`src/rtl/ar_tag_allocator_if.sv`:
```
// AXI AR channel bundle: receiver modport consumes a request, sender modport produces one.
interface ar_if #(
  parameter int unsigned ID_WIDTH    = 4,
  parameter int unsigned ADDR_WIDTH  = 32,
  parameter int unsigned LEN_WIDTH   = 8,
  parameter int unsigned SIZE_WIDTH  = 3,
  parameter int unsigned BURST_WIDTH = 2,
  parameter int unsigned QOS_WIDTH   = 4
);
  logic                   valid;
  logic                   ready;
  logic [ID_WIDTH-1:0]    id;
  logic [ADDR_WIDTH-1:0]  addr;
  logic [LEN_WIDTH-1:0]   len;
  logic [SIZE_WIDTH-1:0]  size;
  logic [BURST_WIDTH-1:0] burst;
  logic [QOS_WIDTH-1:0]   qos;

  modport receiver (input valid, id, addr, len, size, burst, qos, output ready);
  modport sender   (output valid, id, addr, len, size, burst, qos, input ready);
endinterface

```
`src/rtl/ar_tag_allocator.sv`:
```
// Swaps each incoming AR id for a free internal tag, remembers the original id/len per tag,
// and holds tags busy until the response side releases them.
module ar_tag_allocator #(
  parameter int unsigned ID_WIDTH    = 4,
  parameter int unsigned ADDR_WIDTH  = 32,
  parameter int unsigned LEN_WIDTH   = 8,
  parameter int unsigned SIZE_WIDTH  = 3,
  parameter int unsigned BURST_WIDTH = 2,
  parameter int unsigned QOS_WIDTH   = 4,
  parameter int unsigned NUM_TAGS    = 8,
  localparam int unsigned TAG_W      = (NUM_TAGS <= 2) ? 1 : $clog2(NUM_TAGS),
  localparam int unsigned CNT_W      = $clog2(NUM_TAGS + 1)
) (
  input  logic                 clk,
  input  logic                 rst_n,
  ar_if.receiver               ar_in,
  ar_if.sender                 ar_out,
  input  logic                 rel_valid,
  input  logic [TAG_W-1:0]     rel_tag,
  input  logic [TAG_W-1:0]     lut_tag,
  output logic [ID_WIDTH-1:0]  lut_orig_id,
  output logic [LEN_WIDTH-1:0] lut_len,
  output logic                 lut_busy,
  output logic [CNT_W-1:0]     outstanding,
  output logic                 full
);

  logic [NUM_TAGS-1:0]    r_busy;
  logic [ID_WIDTH-1:0]    r_orig_id [NUM_TAGS];
  logic [LEN_WIDTH-1:0]   r_len     [NUM_TAGS];
  logic [CNT_W-1:0]       r_cnt;

  logic                   r_out_valid;
  logic [ID_WIDTH-1:0]    r_out_id;
  logic [ADDR_WIDTH-1:0]  r_out_addr;
  logic [LEN_WIDTH-1:0]   r_out_len;
  logic [SIZE_WIDTH-1:0]  r_out_size;
  logic [BURST_WIDTH-1:0] r_out_burst;
  logic [QOS_WIDTH-1:0]   r_out_qos;

  logic [TAG_W-1:0]       w_alloc_tag;
  logic                   w_any_free;
  logic                   w_ready;
  logic                   w_push;
  logic                   w_pop;
  logic                   w_rel_eff;
  logic [NUM_TAGS-1:0]    w_push_mask;
  logic [NUM_TAGS-1:0]    w_rel_mask;

  // Lowest-index free tag; scanning downward lets the last hit win.
  always_comb begin
    w_alloc_tag = '0;
    for (int i = NUM_TAGS - 1; i >= 0; i--) begin
      if (~r_busy[i]) w_alloc_tag = TAG_W'(i);
    end
  end

  assign w_any_free  = |(~r_busy);
  assign w_ready     = w_any_free & (~r_out_valid | ar_out.ready);
  assign w_push      = ar_in.valid & w_ready;
  assign w_pop       = r_out_valid & ar_out.ready;
  assign w_rel_eff   = rel_valid & r_busy[rel_tag];
  assign w_push_mask = {{(NUM_TAGS-1){1'b0}}, w_push} << w_alloc_tag;
  assign w_rel_mask  = {{(NUM_TAGS-1){1'b0}}, w_rel_eff} << rel_tag;

  always_ff @(posedge clk or negedge rst_n) begin
    if (!rst_n) begin
      r_busy <= '0;
      r_cnt  <= '0;
    end else begin
      r_busy <= (r_busy & ~w_rel_mask) | w_push_mask;
      case ({w_push, w_rel_eff})
        2'b10:   r_cnt <= r_cnt + CNT_W'(1);
        2'b01:   r_cnt <= r_cnt - CNT_W'(1);
        default: r_cnt <= r_cnt;
      endcase
    end
  end

  // Per-tag record table; contents are meaningless while a tag is free.
  always_ff @(posedge clk) begin
    if (w_push) begin
      r_orig_id[w_alloc_tag] <= ar_in.id;
      r_len[w_alloc_tag]     <= ar_in.len;
    end
  end

  always_ff @(posedge clk or negedge rst_n) begin
    if (!rst_n) begin
      r_out_valid <= 1'b0;
      r_out_id    <= '0;
      r_out_addr  <= '0;
      r_out_len   <= '0;
      r_out_size  <= '0;
      r_out_burst <= '0;
      r_out_qos   <= '0;
    end else if (w_push) begin
      r_out_valid <= 1'b1;
      r_out_id    <= ID_WIDTH'(w_alloc_tag);
      r_out_addr  <= ar_in.addr;
      r_out_len   <= ar_in.len;
      r_out_size  <= ar_in.size;
      r_out_burst <= ar_in.burst;
      r_out_qos   <= ar_in.qos;
    end else if (w_pop) begin
      r_out_valid <= 1'b0;
    end
  end

  assign ar_in.ready  = w_ready;
  assign ar_out.valid = r_out_valid;
  assign ar_out.id    = r_out_id;
  assign ar_out.addr  = r_out_addr;
  assign ar_out.len   = r_out_len;
  assign ar_out.size  = r_out_size;
  assign ar_out.burst = r_out_burst;
  assign ar_out.qos   = r_out_qos;

  assign lut_orig_id = r_orig_id[lut_tag];
  assign lut_len     = r_len[lut_tag];
  assign lut_busy    = r_busy[lut_tag];
  assign outstanding = r_cnt;
  assign full        = &r_busy;

endmodule

```
`src/flat_wrapper.sv`:
```
// flat-port wrapper written by rule: the top's interface ports become plain ports
module ar_tag_allocator_flat 
#(
  parameter int unsigned ID_WIDTH    = 4,
  parameter int unsigned ADDR_WIDTH  = 32,
  parameter int unsigned LEN_WIDTH   = 8,
  parameter int unsigned SIZE_WIDTH  = 3,
  parameter int unsigned BURST_WIDTH = 2,
  parameter int unsigned QOS_WIDTH   = 4,
  parameter int unsigned NUM_TAGS    = 8,
  localparam int unsigned TAG_W      = (NUM_TAGS <= 2) ? 1 : $clog2(NUM_TAGS),
  localparam int unsigned CNT_W      = $clog2(NUM_TAGS + 1)
)
  (clk, rst_n, rel_valid, rel_tag, lut_tag, lut_orig_id, lut_len, lut_busy, outstanding, full, ar_in_valid, ar_in_id, ar_in_addr, ar_in_len, ar_in_size, ar_in_burst, ar_in_qos, ar_in_ready, ar_out_valid, ar_out_id, ar_out_addr, ar_out_len, ar_out_size, ar_out_burst, ar_out_qos, ar_out_ready);
  ar_if #(.ID_WIDTH(ID_WIDTH), .ADDR_WIDTH(ADDR_WIDTH), .LEN_WIDTH(LEN_WIDTH), .SIZE_WIDTH(SIZE_WIDTH), .BURST_WIDTH(BURST_WIDTH), .QOS_WIDTH(QOS_WIDTH)) ar_in_i ();
  ar_if #(.ID_WIDTH(ID_WIDTH), .ADDR_WIDTH(ADDR_WIDTH), .LEN_WIDTH(LEN_WIDTH), .SIZE_WIDTH(SIZE_WIDTH), .BURST_WIDTH(BURST_WIDTH), .QOS_WIDTH(QOS_WIDTH)) ar_out_i ();
  input  logic clk;
  input  logic rst_n;
  input  logic rel_valid;
  input  logic [TAG_W-1:0] rel_tag;
  input  logic [TAG_W-1:0] lut_tag;
  output logic [ID_WIDTH-1:0] lut_orig_id;
  output logic [LEN_WIDTH-1:0] lut_len;
  output logic lut_busy;
  output logic [CNT_W-1:0] outstanding;
  output logic full;
  input wire logic [$bits(ar_in_i.valid)-1:0] ar_in_valid;
  input wire logic [$bits(ar_in_i.id)-1:0] ar_in_id;
  input wire logic [$bits(ar_in_i.addr)-1:0] ar_in_addr;
  input wire logic [$bits(ar_in_i.len)-1:0] ar_in_len;
  input wire logic [$bits(ar_in_i.size)-1:0] ar_in_size;
  input wire logic [$bits(ar_in_i.burst)-1:0] ar_in_burst;
  input wire logic [$bits(ar_in_i.qos)-1:0] ar_in_qos;
  output wire logic [$bits(ar_in_i.ready)-1:0] ar_in_ready;
  output wire logic [$bits(ar_out_i.valid)-1:0] ar_out_valid;
  output wire logic [$bits(ar_out_i.id)-1:0] ar_out_id;
  output wire logic [$bits(ar_out_i.addr)-1:0] ar_out_addr;
  output wire logic [$bits(ar_out_i.len)-1:0] ar_out_len;
  output wire logic [$bits(ar_out_i.size)-1:0] ar_out_size;
  output wire logic [$bits(ar_out_i.burst)-1:0] ar_out_burst;
  output wire logic [$bits(ar_out_i.qos)-1:0] ar_out_qos;
  input wire logic [$bits(ar_out_i.ready)-1:0] ar_out_ready;
  assign ar_in_i.valid = ar_in_valid;
  assign ar_in_i.id = ar_in_id;
  assign ar_in_i.addr = ar_in_addr;
  assign ar_in_i.len = ar_in_len;
  assign ar_in_i.size = ar_in_size;
  assign ar_in_i.burst = ar_in_burst;
  assign ar_in_i.qos = ar_in_qos;
  assign ar_in_ready = ar_in_i.ready;
  assign ar_out_valid = ar_out_i.valid;
  assign ar_out_id = ar_out_i.id;
  assign ar_out_addr = ar_out_i.addr;
  assign ar_out_len = ar_out_i.len;
  assign ar_out_size = ar_out_i.size;
  assign ar_out_burst = ar_out_i.burst;
  assign ar_out_qos = ar_out_i.qos;
  assign ar_out_i.ready = ar_out_ready;
  ar_tag_allocator #(.ID_WIDTH(ID_WIDTH), .ADDR_WIDTH(ADDR_WIDTH), .LEN_WIDTH(LEN_WIDTH), .SIZE_WIDTH(SIZE_WIDTH), .BURST_WIDTH(BURST_WIDTH), .QOS_WIDTH(QOS_WIDTH), .NUM_TAGS(NUM_TAGS)) u_core (.clk(clk), .rst_n(rst_n), .ar_in(ar_in_i), .ar_out(ar_out_i), .rel_valid(rel_valid), .rel_tag(rel_tag), .lut_tag(lut_tag), .lut_orig_id(lut_orig_id), .lut_len(lut_len), .lut_busy(lut_busy), .outstanding(outstanding), .full(full));
endmodule
```
`config.mk`:
```
export PLATFORM = sky130hd
export DESIGN_NAME = ar_tag_allocator_flat
export DESIGN_NICKNAME = d
export VERILOG_FILES = /design/src/rtl/ar_tag_allocator_if.sv /design/src/rtl/ar_tag_allocator.sv /design/src/flat_wrapper.sv
export SDC_FILE = /design/constraint.sdc
export NUM_CORES = 1
export LEC_CHECK = 0
export ABC_AREA = 1
export BUFFER_PORTS_ARGS = -buffer_cell sky130_fd_sc_hd__buf_4
export CAP_MARGIN = 20
export CELL_PAD_IN_SITES_DETAIL_PLACEMENT = 0
export CELL_PAD_IN_SITES_GLOBAL_PLACEMENT = 1
export CORE_UTILIZATION = 35
export DETAILED_ROUTE_END_ITERATION = 8
export PLACE_DENSITY = 0.76
export SKIP_LAST_GASP = 1
export SLEW_MARGIN = 10
export SYNTH_ARGS = -nofsm -noshare
export SYNTH_HDL_FRONTEND = slang
export SYNTH_SLANG_ARGS = --single-unit
```
`constraint.sdc`:
```
create_clock -name clk -period 2.5 [get_ports clk]
set_input_delay 0.375 -clock clk [delete_from_list [all_inputs] [get_ports clk]]
set_output_delay 0.375 -clock clk [all_outputs]
set_load 0.005 [all_outputs]
```
==> tab_implementation.tex, run 1 <==
\begin{tabular}{lr}
\hline
Metric & Value \\
\hline
\multicolumn{2}{l}{\textbf{Critical path}} \\
Destination of the critical timing path & u\_core.r\_len[5][4] \\
Gate family responsible for the most delay along the worst path & simple AND/OR/NAND/NOR gates \\
Max incr delay on CP & 420 ps \\
Cell type of the slowest stage on the worst timing path & sky130\_fd\_sc\_hd\_\_dfrtp\_1 \\
Most frequent cell on the critical path & sky130\_fd\_sc\_hd\_\_nand2\_1 \\
Critical path depth & 12 \\
Endpoint of the most critical register-to-register path & u\_core.r\_len[5][4] \\
Launching point of the worst reg2reg path & u\_core.r\_busy[1] \\
Worst setup path startpoint & u\_core.r\_busy[1] \\
Worst Setup Path Type & reg -> reg \\
Sequence of cells on the critical path & nand2\_1, nor2\_1, nand2\_1, nand2\_1, inv\_2, nand2\_2, inv\_2, nand2\_1, nor2\_1, nand2\_1, inv\_1, buf\_4 \\
Critical path launch point type & register \\
Buffers plus inverters on the worst setup path & 4 \\
Data arrival time of the critical path & 2170 ps \\
Kind of end point of the critical path & register \\
Required time at the endpoint of the critical path & 2610 ps \\
Worst reg-to-reg path cell count & 12 \\
Worst-case register-to-register setup slack & 440 ps \\
Crit Path Max Fanout & 12 \\
\multicolumn{2}{l}{\textbf{Power and ir drop}} \\
Combinational Power Share & 0.205 \\
Fraction of power spent switching nets & 0.288 \\
Max IR drop VDD & 556 uV \\
Internal power of the cells & 5.42 mW \\
Pleak & 3.87 nW \\
Proportion of power drawn by flip-flops and latches & 0.464 \\
Total power density per cell area & 900 nW/um2 \\
Proportion of power drawn by the clock network & 0.331 \\
Switching component of the power & 2.19 mW \\
\multicolumn{2}{l}{\textbf{Detailed routing}} \\
DRT iter0 DRCs & 276 \\
Post-detailed-route via-to-cell ratio & 4.79 \\
Total detailed-routing wirelength & 16400 um \\
TritonRoute pass-1 iters & 9 \\
Wire per inst & 16.1 um \\
Total DRC errors in the routed layout & 7 \\
Total vias in the final route & 4878 \\
Routed Antenna Nets & 0 \\
\multicolumn{2}{l}{\textbf{Place}} \\
Number of buffer cells added on primary ports & 135 \\
DP Cell Count & 987 \\
Final estimated routing congestion in global placement & 0.826 \\
HPWL Detailed & 10500 um \\
\multicolumn{2}{l}{\textbf{GRT}} \\
Number of antenna violations at the first check in global routing & 0 \\
Grt ovf & 0 \\
Pin count of the biggest net entering global routing & 66 \\
Number of global-route vias before repair & 4841 \\
Total GRT Usage & 0.180 \\
Wire length of the first global-routing pass & 26400 um \\
\multicolumn{2}{l}{\textbf{STA}} \\
\# setup viols final & 0 \\
Highest Clock Rate & 485 MHz \\
Max-slew violation total from the final report & 0 \\
RSZ-0062 raised after global routing & false \\
Setup tns final & 0 ps \\
Worst-margin pin slew & 856 ps \\
Crit path time final & 2060 ps \\
Final period utilization & 0.824 \\
Final-report hold violation count & 0 \\
Clock skew & 11.7 ps \\
Max\_slew headroom & 0.429 \\
\multicolumn{2}{l}{\textbf{Status}} \\
Violations in the final reports & design-rule violations \\
Status & finished, violations left \\
\multicolumn{2}{l}{\textbf{Layout}} \\
Diode count & 0 \\
Share of final-layout standard cells stronger than drive strength 1 & 0.242 \\
Area of combinational cells with multiple inputs & 1820 um2 \\
Post-Layout Cell Count & 1019 \\
Area growth, synth to finish & 28.4\% \\
\# fillers & 1760 \\
Footprint of the flip-flops and latches & 4510 um2 \\
Total Nets Final & 844 \\
\multicolumn{2}{l}{\textbf{Floorplan}} \\
Site Rows & 49 \\
Standard cell core area & 18200 um2 \\
Die extent in x & 139 um \\
Starting density of the core & 0.362 \\
Total Die Area & 19400 um2 \\
Number of primary I/O pins & 137 \\
Chip height & 139 um \\
\multicolumn{2}{l}{\textbf{Clock tree}} \\
Setup Buffers After CTS & 0 \\
Clock root buffer master & sky130\_fd\_sc\_hd\_\_clkbuf\_16 \\
Resized Gates After CTS & 0 \\
Sinks on the clock net & 161 \\
Clk slew on worst S/H paths & 70 ps \\
CTS tree & done \\
Count of hold buffers inserted by post-cts repair & 0 \\
Maximum buffer depth of the clock tree & 2 \\
H-tree levels & 4 \\
Clock latency of the later-clocked register in the worst-skew pair & 430 ps \\
CTS buffer count & 17 \\
\multicolumn{2}{l}{\textbf{Synth}} \\
Number of cells produced by synthesis & 637 \\
Count of cell types in the netlist & 27 \\
Synth Warn \# & 0 \\
Sequential share of the synthesized area & 0.684 \\
Synthesized area & 6590 um2 \\
Number of nets in the synthesized netlist & 704 \\
Register bit count reported by yosys & 161 \\
Mean area per synthesized cell & 10.3 um2 \\
\multicolumn{2}{l}{\textbf{Flow run}} \\
Max-cap violation count & 0 \\
\multicolumn{2}{l}{\textbf{Worst hold path}} \\
Class of the tightest hold or removal check & in -> async \\
\hline
\end{tabular}
[how the worst min path moves through the flow]
stage,from,endpoint,cells past startpoint
5_1_grt,rst_n,u_core.ar_out.addr[3],1
6_report,rst_n,u_core.ar_out.addr[6],1
3_3_place_gp,u_core.ar_out.addr[4],u_core.ar_out.addr[4],2
2_1_floorplan,rst_n,u_core.ar_out.addr[0],0
4_1_cts,rst_n,u_core.ar_out.addr[6],1
3_5_place_dp,u_core.ar_out.len[4],u_core.ar_out.len[4],2
[worst register-to-register path: cells and delay by family (launching register included)]
| family | cells | cell delay (ps) |
|---|---|---|
| buffers and inverters | 4 | 530 |
| flip-flops | 1 | 420 |
| AND/OR/NAND/NOR | 8 | 800 |
[cells in the mapped netlist]
library cell	number	share of area
sky130_fd_sc_hd__nand2_1	238	0.14
sky130_fd_sc_hd__edfxtp_1	96	0.44
sky130_fd_sc_hd__dfrtp_1	65	0.25
sky130_fd_sc_hd__nor2_1	55	0.031
sky130_fd_sc_hd__o21ai_0	52	0.039
sky130_fd_sc_hd__inv_1	27	0.015
sky130_fd_sc_hd__o22ai_1	24	0.023
sky130_fd_sc_hd__clkbuf_1	14	0.0080
sky130_fd_sc_hd__nand3_1	10	0.0076
sky130_fd_sc_hd__nand4_1	10	0.0095
sky130_fd_sc_hd__buf_2	9	0.0068
sky130_fd_sc_hd__a21oi_1	6	0.0046
sky130_fd_sc_hd__inv_2	4	0.0023
sky130_fd_sc_hd__o21ai_1	4	0.0030
sky130_fd_sc_hd__buf_6	3	0.0051
sky130_fd_sc_hd__ha_1	3	0.0057
sky130_fd_sc_hd__xor2_1	3	0.0040
sky130_fd_sc_hd__buf_1	2	0.0011
sky130_fd_sc_hd__buf_4	2	0.0023
sky130_fd_sc_hd__nor3_1	2	0.0015
sky130_fd_sc_hd__xnor2_1	2	0.0027
sky130_fd_sc_hd__a21oi_2	1	0.0013
sky130_fd_sc_hd__a31oi_1	1	0.00095
sky130_fd_sc_hd__conb_1	1	0.00057
sky130_fd_sc_hd__nand2_2	1	0.00095
sky130_fd_sc_hd__nor2_4	1	0.0017
sky130_fd_sc_hd__nor3_2	1	0.0015
[cell type report]
cell class / count / area share
clock inverter: 11 / 0.0120
multi-input combinational: 415 / 0.215
clock buffer: 21 / 0.0562
sequential: 161 / 0.533
timing repair buffer: 151 / 0.137
inverter: 31 / 0.0137
tap: 229 / 0.0339
[power by group through the flow]
stage	Clock, mW	Sequential, mW	Combinational [mW]
finish	2.52	3.53	1.56
global route	2.68	3.58	1.76
CTS	2.58	3.53	1.60
detailed placement	0	3.57	1.60
global placement	0	3.57	1.60
floorplan	0	3.56	0.801
[sequential cells by signal, summed over array words and instances (netlist names)]
signal	flops
u_core.ar_out.burst	2
u_core.ar_out.addr	32
u_core.ar_out.size	3
u_core.ar_out.valid	1
u_core.ar_out.len	8
u_core.outstanding	4
u_core.r_orig_id	32
u_core.r_busy	8
u_core.ar_out.qos	4
u_core.ar_out.id	3
u_core.r_len	64
[layer usage]
metal	track usage	share of wire
met4	0.0626	0.011
met5	0	0
met2	0.285	0.46
met3	0.0613	0.093
met1	0.231	0.43
[cell usage in the layout, fill, tap and decap left out, drive strengths merged, types with 2 or more instances in the layout]
cell type,n
xor2,3
nor3,3
nor2,56
o21ai,56
dfrtp,65
nand3,10
buf,151
clkbuf,21
nand4,10
ha,3
o22ai,24
nand2,239
xnor2,2
clkinv,6
a21oi,7
edfxtp,96
inv,35
[through the flow]
step	setup slack (ps)	area [um2]	util	hold slack (ps)	power [mW]
3_3_place_gp	386	7890	0.433	464	5.17
5_1_grt	167	8460	0.465	130	8.02
3_5_place_dp	335	7890	0.433	467	5.17
6_report	440	8460	0.465	62.6	7.61
2_1_floorplan	194	6590	-	79.4	4.36
4_1_cts	409	8460	0.465	85.1	7.71
[logic make-up after synthesis]
kind of cell | count (synthesis) | share of synthesized area
buffers and inverters | 61 | 0.0410
AND/OR/NAND/NOR | 318 | 0.190
AO/OA/AOI/OAI | 88 | 0.0721
XOR/XNOR | 5 | 0.00665
other | 1 | 0.000569
adder cells (fa/ha/maj) | 3 | 0.00570
flip-flops | 161 | 0.684
Note: power is estimated with default switching activity, not from simulation.
==> run 2, diff against run 1 <==
Settings changed: ABC_AREA 1 to 0, PLACE_DENSITY 0.76 to 0.69.
Clock period 2.5 ns to 1.94 ns, I/O delays scaled along.
==> tab_implementation.tex, run 2 <==
\begin{tabular}{lr}
\hline
Metric & Value \\
\hline
\multicolumn{2}{l}{\textbf{Detailed routing}} \\
Routed Antenna Nets & 0 \\
Total detailed-routing wirelength & 14500 um \\
DRT iter0 DRCs & 133 \\
Post-detailed-route via-to-cell ratio & 4.91 \\
TritonRoute pass-1 iters & 4 \\
Wire per inst & 18.8 um \\
Total vias in the final route & 3804 \\
Total DRC errors in the routed layout & 0 \\
\multicolumn{2}{l}{\textbf{Floorplan}} \\
Die extent in x & 138 um \\
Standard cell core area & 18000 um2 \\
Starting density of the core & 0.358 \\
Number of primary I/O pins & 137 \\
Chip height & 138 um \\
Site Rows & 49 \\
Total Die Area & 19000 um2 \\
\multicolumn{2}{l}{\textbf{Power and ir drop}} \\
Total power draw & 9.97 mW \\
Pleak & 3.64 nW \\
Max IR drop VDD & 650 uV \\
Total power density per cell area & 1100 nW/um2 \\
\multicolumn{2}{l}{\textbf{Synth}} \\
Asr flop ratio synth & 0.404 \\
Sequential share of the synthesized area & 0.698 \\
Number of cells produced by synthesis & 347 \\
Top cells by area, synth & sky130\_fd\_sc\_hd\_\_edfxtp\_1, sky130\_fd\_sc\_hd\_\_dfrtp\_1, sky130\_fd\_sc\_hd\_\_mux2\_2 \\
Count of cell types in the netlist & 39 \\
Cell types with the highest counts after synthesis & sky130\_fd\_sc\_hd\_\_edfxtp\_1, sky130\_fd\_sc\_hd\_\_dfrtp\_1, sky130\_fd\_sc\_hd\_\_mux2\_2, sky130\_fd\_sc\_hd\_\_mux4\_2, sky130\_fd\_sc\_hd\_\_o21ai\_0 \\
Register bit count reported by yosys & 161 \\
Largest area contributor in the synthesized netlist & sky130\_fd\_sc\_hd\_\_edfxtp\_1 \\
Top-count cell post-synth & sky130\_fd\_sc\_hd\_\_edfxtp\_1 \\
Synth Warn \# & 0 \\
Number of flops mapped to enable cells by yosys & 96 \\
Synthesized area & 6460 um2 \\
Number of nets in the synthesized netlist & 414 \\
Prevailing post-synth register cell & sky130\_fd\_sc\_hd\_\_edfxtp\_1 \\
Yosys top cell area share & 0.447 \\
Mean area per synthesized cell & 18.6 um2 \\
\multicolumn{2}{l}{\textbf{Critical path}} \\
Worst Setup Path Type & reg -> reg \\
Critical path launch point type & register \\
Sequence of cells on the critical path & mux4\_2, mux2i\_1, nor2b\_1, ha\_2, xor2\_1, ha\_2, a21oi\_2, xor2\_1, nor2\_1, xor2\_1 \\
Crit Path Max Fanout & 2 \\
Required time at the endpoint of the critical path & 2230 ps \\
Kind of end point of the critical path & register \\
Data arrival time of the critical path & 2550 ps \\
Cell type of the slowest stage on the worst timing path & sky130\_fd\_sc\_hd\_\_mux4\_2 \\
Launching point of the worst reg2reg path & u\_core.r\_busy[7] \\
Worst setup path startpoint & u\_core.r\_busy[7] \\
Most frequent cell on the critical path & sky130\_fd\_sc\_hd\_\_xor2\_1 \\
Max incr delay on CP & 460 ps \\
\multicolumn{2}{l}{\textbf{Layout}} \\
Most common cell after layout, fill and taps aside & sky130\_fd\_sc\_hd\_\_buf\_4 \\
\# fillers & 1580 \\
Leading cell types in the layout, fill and taps excluded & sky130\_fd\_sc\_hd\_\_buf\_4, sky130\_fd\_sc\_hd\_\_edfxtp\_1, sky130\_fd\_sc\_hd\_\_dfrtp\_1 \\
Total Nets Final & 600 \\
Share of final-layout standard cells stronger than drive strength 1 & 0.575 \\
Register bank with the most flops & u\_core.r\_len \\
Post-Layout Cell Count & 775 \\
Diode count & 0 \\
Area growth, synth to finish & 40.1\% \\
Largest register FFs & 64 \\
\multicolumn{2}{l}{\textbf{STA}} \\
Final period utilization & 1.17 \\
Setup tns final & -1190 ps \\
Max-slew violation total from the final report & 0 \\
Crit path time final & 2270 ps \\
Clock skew & 6.12 ps \\
\# setup viols final & 9 \\
Highest Clock Rate & 441 MHz \\
Final-report hold violation count & 0 \\
Setup ws final & -325 ps \\
RSZ-0062 raised after global routing & true \\
\multicolumn{2}{l}{\textbf{Clock tree}} \\
Maximum buffer depth of the clock tree & 2 \\
CTS tree & done \\
Sinks on the clock net & 161 \\
Clock latency of the later-clocked register in the worst-skew pair & 410 ps \\
Clk slew on worst S/H paths & 60 ps \\
Clock root buffer master & sky130\_fd\_sc\_hd\_\_clkbuf\_16 \\
CTS buffer count & 17 \\
H-tree levels & 4 \\
\multicolumn{2}{l}{\textbf{Place}} \\
Final estimated routing congestion in global placement & 0.824 \\
DP Cell Count & 730 \\
HPWL Detailed & 9500 um \\
Number of buffer cells added on primary ports & 135 \\
\multicolumn{2}{l}{\textbf{Worst hold path}} \\
Class of the tightest hold or removal check & in -> reg \\
Hold Startpoint & ar\_in\_addr[7] \\
\multicolumn{2}{l}{\textbf{GRT}} \\
Number of antenna violations at the first check in global routing & 0 \\
Number of global-route vias before repair & 4002 \\
Total GRT Usage & 0.154 \\
Pin count of the biggest net entering global routing & 48 \\
Wire length of the first global-routing pass & 21300 um \\
Grt ovf & 0 \\
\multicolumn{2}{l}{\textbf{Status}} \\
Violations in the final reports & negative setup slack \\
Status & finished, violations left \\
\multicolumn{2}{l}{\textbf{Flow run}} \\
Max-cap violation count & 0 \\
\hline
\end{tabular}
-- run 2: cell count changes after synthesis, moves of 26 or more --
cell / previous run / this run
sky130_fd_sc_hd__nand2_1: 238 / 8
sky130_fd_sc_hd__mux2_2: 0 / 59
sky130_fd_sc_hd__nor2_1: 55 / 10
sky130_fd_sc_hd__o21ai_0: 52 / 14
sky130_fd_sc_hd__mux4_2: 0 / 28
sky130_fd_sc_hd__inv_1: 27 / 1
-- run 2: metrics by stage --
| step | setup slack (ps) | area (um2) | hold WS (ps) | util |
|---|---|---|---|---|
| floorplan | -341 | 6490 | -4.59 | - |
| global placement | -358 | 8040 | 281 | 0.446 |
| detailed placement | -392 | 8040 | 284 | 0.446 |
| CTS | -308 | 8740 | 68.9 | 0.485 |
| global route | -424 | 9050 | 87.1 | 0.502 |
| finish | -325 | 9050 | 89.4 | 0.502 |
-- run 2: power by group --
group	switching, mW	total, mW	leakage (nW)	internal, mW
logic	1.00	2.33	1.72	1.33
registers	0.249	4.38	1.64	4.13
clock network	1.33	3.26	0.280	1.94
total	2.58	9.97	3.64	7.39
-- run 2: path summary, 6_finish.rpt --
| kind | end | slack [ps] | cells after the start |
|---|---|---|---|
| max | u_core.outstanding[2] | -330 | 10 |
| min | u_core.ar_out.addr[7] | 90 | 2 |
| max reg2reg | u_core.outstanding[2] | -330 | 10 |
| min reg2reg | u_core.outstanding[3] | 480 | 1 |
| max in group asynchronous | u_core.ar_out.len[0] | 990 | 3 |
| min in group asynchronous | u_core.ar_out.addr[5] | 390 | 2 |
-- run 2: cell families (layout without fill, tap and decap cells) --
| group | count (synthesis) | count (layout) | share of synthesized area |
|---|---|---|---|
| AND/OR/NAND/NOR | 39 | 39 | 0.0329 |
| flip-flops | 161 | 161 | 0.698 |
| multiplexers | 92 | 92 | 0.209 |
| adder cells (fa/ha/maj) | 3 | 3 | 0.00581 |
| other | 1 | 1 | 0.000581 |
| AO/OA/AOI/OAI | 29 | 29 | 0.0297 |
| XOR/XNOR | 5 | 5 | 0.00678 |
| buffers and inverters | 17 | 216 | 0.0167 |
-- run 2: critical path: cells and delay by family, from the launching register on --
kind	cells	cell delay [ps]
xor gates and xnor gates	3	450
muxes	2	620
AOI/OAI and AO/OA	1	110
and+or+nand+nor	2	170
DFF	1	400
adders and majority gates	2	390
-- run 2: cell type report --
class	instances	area, um2	area share
multi-input cells	169	1990	0.220
inverters	1	3.75	0.000415
repair buffers	183	1680	0.186
clock buffers	20	447	0.0494
flip-flops and latches	161	4510	0.498
clock inverters	12	131	0.0145
well taps	229	287	0.0317
-- run 2: layer usage --
metal | track usage | share of wire | up-vias
li1 | - | - | 1728
met1 | 0.187 | 0.43 | 1937
met2 | 0.257 | 0.49 | 127
met3 | 0.0504 | 0.069 | 12
met4 | 0.0550 | 0.0096 | 0
met5 | 0 | 0 | -
-- run 2: what timing repair did --
| action | 4_1_cts | 5_1_grt |
|---|---|---|
| hold endpoints to repair | 34 | 0 |
| buffers inserted | 1 | 5 |
| gates cloned | 0 | 6 |
| resized for setup | 29 | 34 |
| setup endpoints to repair | 64 | 118 |
| pin swaps | 1 | 10 |
| hold buffers | 1 | 0 |
==> run 3, diff against run 2 <==
Settings changed: ABC_AREA 0 to 1, ABC_CLOCK_PERIOD_IN_PS from default to 1940, PLACE_DENSITY 0.69 to 0.73.
==> tab_implementation.tex, run 3 (same netlist as run 1, synthesis figures left out) <==
\begin{tabular}{lr}
\hline
Metric & Value \\
\hline
\multicolumn{2}{l}{\textbf{Floorplan}} \\
Total Die Area & 19400 um2 \\
Starting density of the core & 0.362 \\
Site Rows & 49 \\
Number of primary I/O pins & 137 \\
Standard cell core area & 18200 um2 \\
Chip height & 139 um \\
Die extent in x & 139 um \\
\multicolumn{2}{l}{\textbf{Status}} \\
Status & finished, violations left \\
Violations in the final reports & design-rule violations \\
\multicolumn{2}{l}{\textbf{STA}} \\
Setup ws final & 16.7 ps \\
Worst hold slack after final layout & 61.2 ps \\
Worst-margin pin slew & 820 ps \\
RSZ-0062 raised after global routing & true \\
Highest Clock Rate & 520 MHz \\
Setup tns final & 0 ps \\
Max-slew violation total from the final report & 0 \\
Final period utilization & 0.991 \\
Final-report hold violation count & 0 \\
Crit path time final & 1920 ps \\
\# setup viols final & 0 \\
Clock skew & 7.26 ps \\
Max\_slew headroom & 0.453 \\
\multicolumn{2}{l}{\textbf{Critical path}} \\
Crit Path Max Fanout & 4 \\
Kind of end point of the critical path & register \\
Worst Setup Path Type & reg -> reg \\
Critical path launch point type & register \\
Data arrival time of the critical path & 2220 ps \\
Required time at the endpoint of the critical path & 2240 ps \\
\multicolumn{2}{l}{\textbf{Power and ir drop}} \\
Total power density per cell area & 1190 nW/um2 \\
Max IR drop VDD & 652 uV \\
Pleak & 4.05 nW \\
\multicolumn{2}{l}{\textbf{Clock tree}} \\
Clock root buffer master & sky130\_fd\_sc\_hd\_\_clkbuf\_16 \\
H-tree levels & 4 \\
Clock latency of the later-clocked register in the worst-skew pair & 420 ps \\
Sinks on the clock net & 161 \\
CTS tree & done \\
Maximum buffer depth of the clock tree & 2 \\
Clk slew on worst S/H paths & 60 ps \\
CTS buffer count & 17 \\
\multicolumn{2}{l}{\textbf{GRT}} \\
Pin count of the biggest net entering global routing & 66 \\
Wire length of the first global-routing pass & 26500 um \\
Total GRT Usage & 0.178 \\
Number of antenna violations at the first check in global routing & 0 \\
Number of global-route vias before repair & 5089 \\
Grt ovf & 0 \\
\multicolumn{2}{l}{\textbf{Layout}} \\
Register bank with the most flops & u\_core.r\_len \\
Area growth, synth to finish & 35.9\% \\
Total Nets Final & 869 \\
Leading cell types in the layout, fill and taps excluded & sky130\_fd\_sc\_hd\_\_nand2\_1, sky130\_fd\_sc\_hd\_\_buf\_4, sky130\_fd\_sc\_hd\_\_edfxtp\_1 \\
Share of final-layout standard cells stronger than drive strength 1 & 0.292 \\
Final core utilization & 0.492 \\
\# fillers & 1609 \\
Largest register FFs & 64 \\
Most common cell after layout, fill and taps aside & sky130\_fd\_sc\_hd\_\_nand2\_1 \\
Diode count & 0 \\
\multicolumn{2}{l}{\textbf{Detailed routing}} \\
DRT iter0 DRCs & 307 \\
TritonRoute pass-1 iters & 8 \\
Post-detailed-route via-to-cell ratio & 4.85 \\
Wire per inst & 16.1 um \\
Total vias in the final route & 5062 \\
Total detailed-routing wirelength & 16800 um \\
Routed Antenna Nets & 0 \\
Total DRC errors in the routed layout & 4 \\
\multicolumn{2}{l}{\textbf{Worst hold path}} \\
Class of the tightest hold or removal check & in -> reg \\
\multicolumn{2}{l}{\textbf{Place}} \\
Number of buffer cells added on primary ports & 135 \\
Worst slack at placement & -33.1 ps \\
HPWL Detailed & 10900 um \\
Final estimated routing congestion in global placement & 0.826 \\
\multicolumn{2}{l}{\textbf{Flow run}} \\
Max-cap violation count & 0 \\
\hline
\end{tabular}
run 3: routing by layer:
| metal | share of wire | global-route usage |
|---|---|---|
| met1 | 0.45 | 0.224 |
| met2 | 0.46 | 0.282 |
| met3 | 0.080 | 0.0674 |
| met4 | 0.013 | 0.0626 |
| met5 | 0 | 0 |
run 3: through the flow:
stage | instances | area [um2] | power (mW)
floorplan | 637 | 6630 | 5.65
global placement | 1007 | 8140 | 6.91
detailed placement | 1007 | 8140 | 6.97
CTS | 1040 | 8780 | 10.5
global route | 1044 | 8960 | 11.2
finish | 1044 | 8960 | 10.7
run 3: power by group:
group | internal [mW] | switching, mW
logic | 1.20 | 1.36
registers | 4.26 | 0.315
clock network | 2.23 | 1.29
run 3: timing repair:
item / 4_1_cts / 5_1_grt
endpoints found under the hold margin: 60 / 0
resized for setup: 1 / 31
cloned: 0 / 1
pin swaps: 0 / 7
hold buffers: 1 / 0
endpoints found under the setup margin: 2 / 133
setup buffers: 0 / 3
run 3: worst paths after layout:
| kind | startpoint | end | slack [ps] | depth (start not counted) |
|---|---|---|---|---|
| min reg2reg | u_core.ar_out.len[3] | u_core.ar_out.len[3] | 480 | 2 |
| min | ar_in_addr[16] | u_core.ar_out.addr[16] | 60 | 3 |
| max reg2reg | u_core.r_busy[7] | u_core.outstanding[2] | 20 | 13 |
| max in group asynchronous | rst_n | u_core.ar_out.len[3] | 890 | 2 |
| min in group asynchronous | rst_n | u_core.ar_out.addr[12] | 510 | 2 |
| max | u_core.r_busy[7] | u_core.outstanding[2] | 20 | 13 |
run 3: area by class of cell:
| class | instances | area [um2] | share of cell area |
|---|---|---|---|
| sequential | 161 | 4510 | 0.503 |
| multi-input combinational | 415 | 1940 | 0.216 |
| timing repair buffer | 176 | 1470 | 0.164 |
| clock buffer | 25 | 512 | 0.0571 |
| tap | 229 | 287 | 0.0320 |
| inverter | 31 | 120 | 0.0134 |
| clock inverter | 7 | 119 | 0.0133 |
run 3: worst max-delay path, cell delays in order, from the launching register on:
cell and delay, ps:
sky130_fd_sc_hd__dfrtp_1 390, sky130_fd_sc_hd__buf_6 130, sky130_fd_sc_hd__inv_1 40, sky130_fd_sc_hd__nand2_1 50, sky130_fd_sc_hd__nand3_2 70, sky130_fd_sc_hd__nand3_2 70
sky130_fd_sc_hd__nand2_2 80, sky130_fd_sc_hd__nor2_4 50, sky130_fd_sc_hd__ha_4 190, sky130_fd_sc_hd__xor2_4 190, sky130_fd_sc_hd__ha_4 190, sky130_fd_sc_hd__a21oi_4 100
sky130_fd_sc_hd__xor2_1 150, sky130_fd_sc_hd__o21ai_1 90
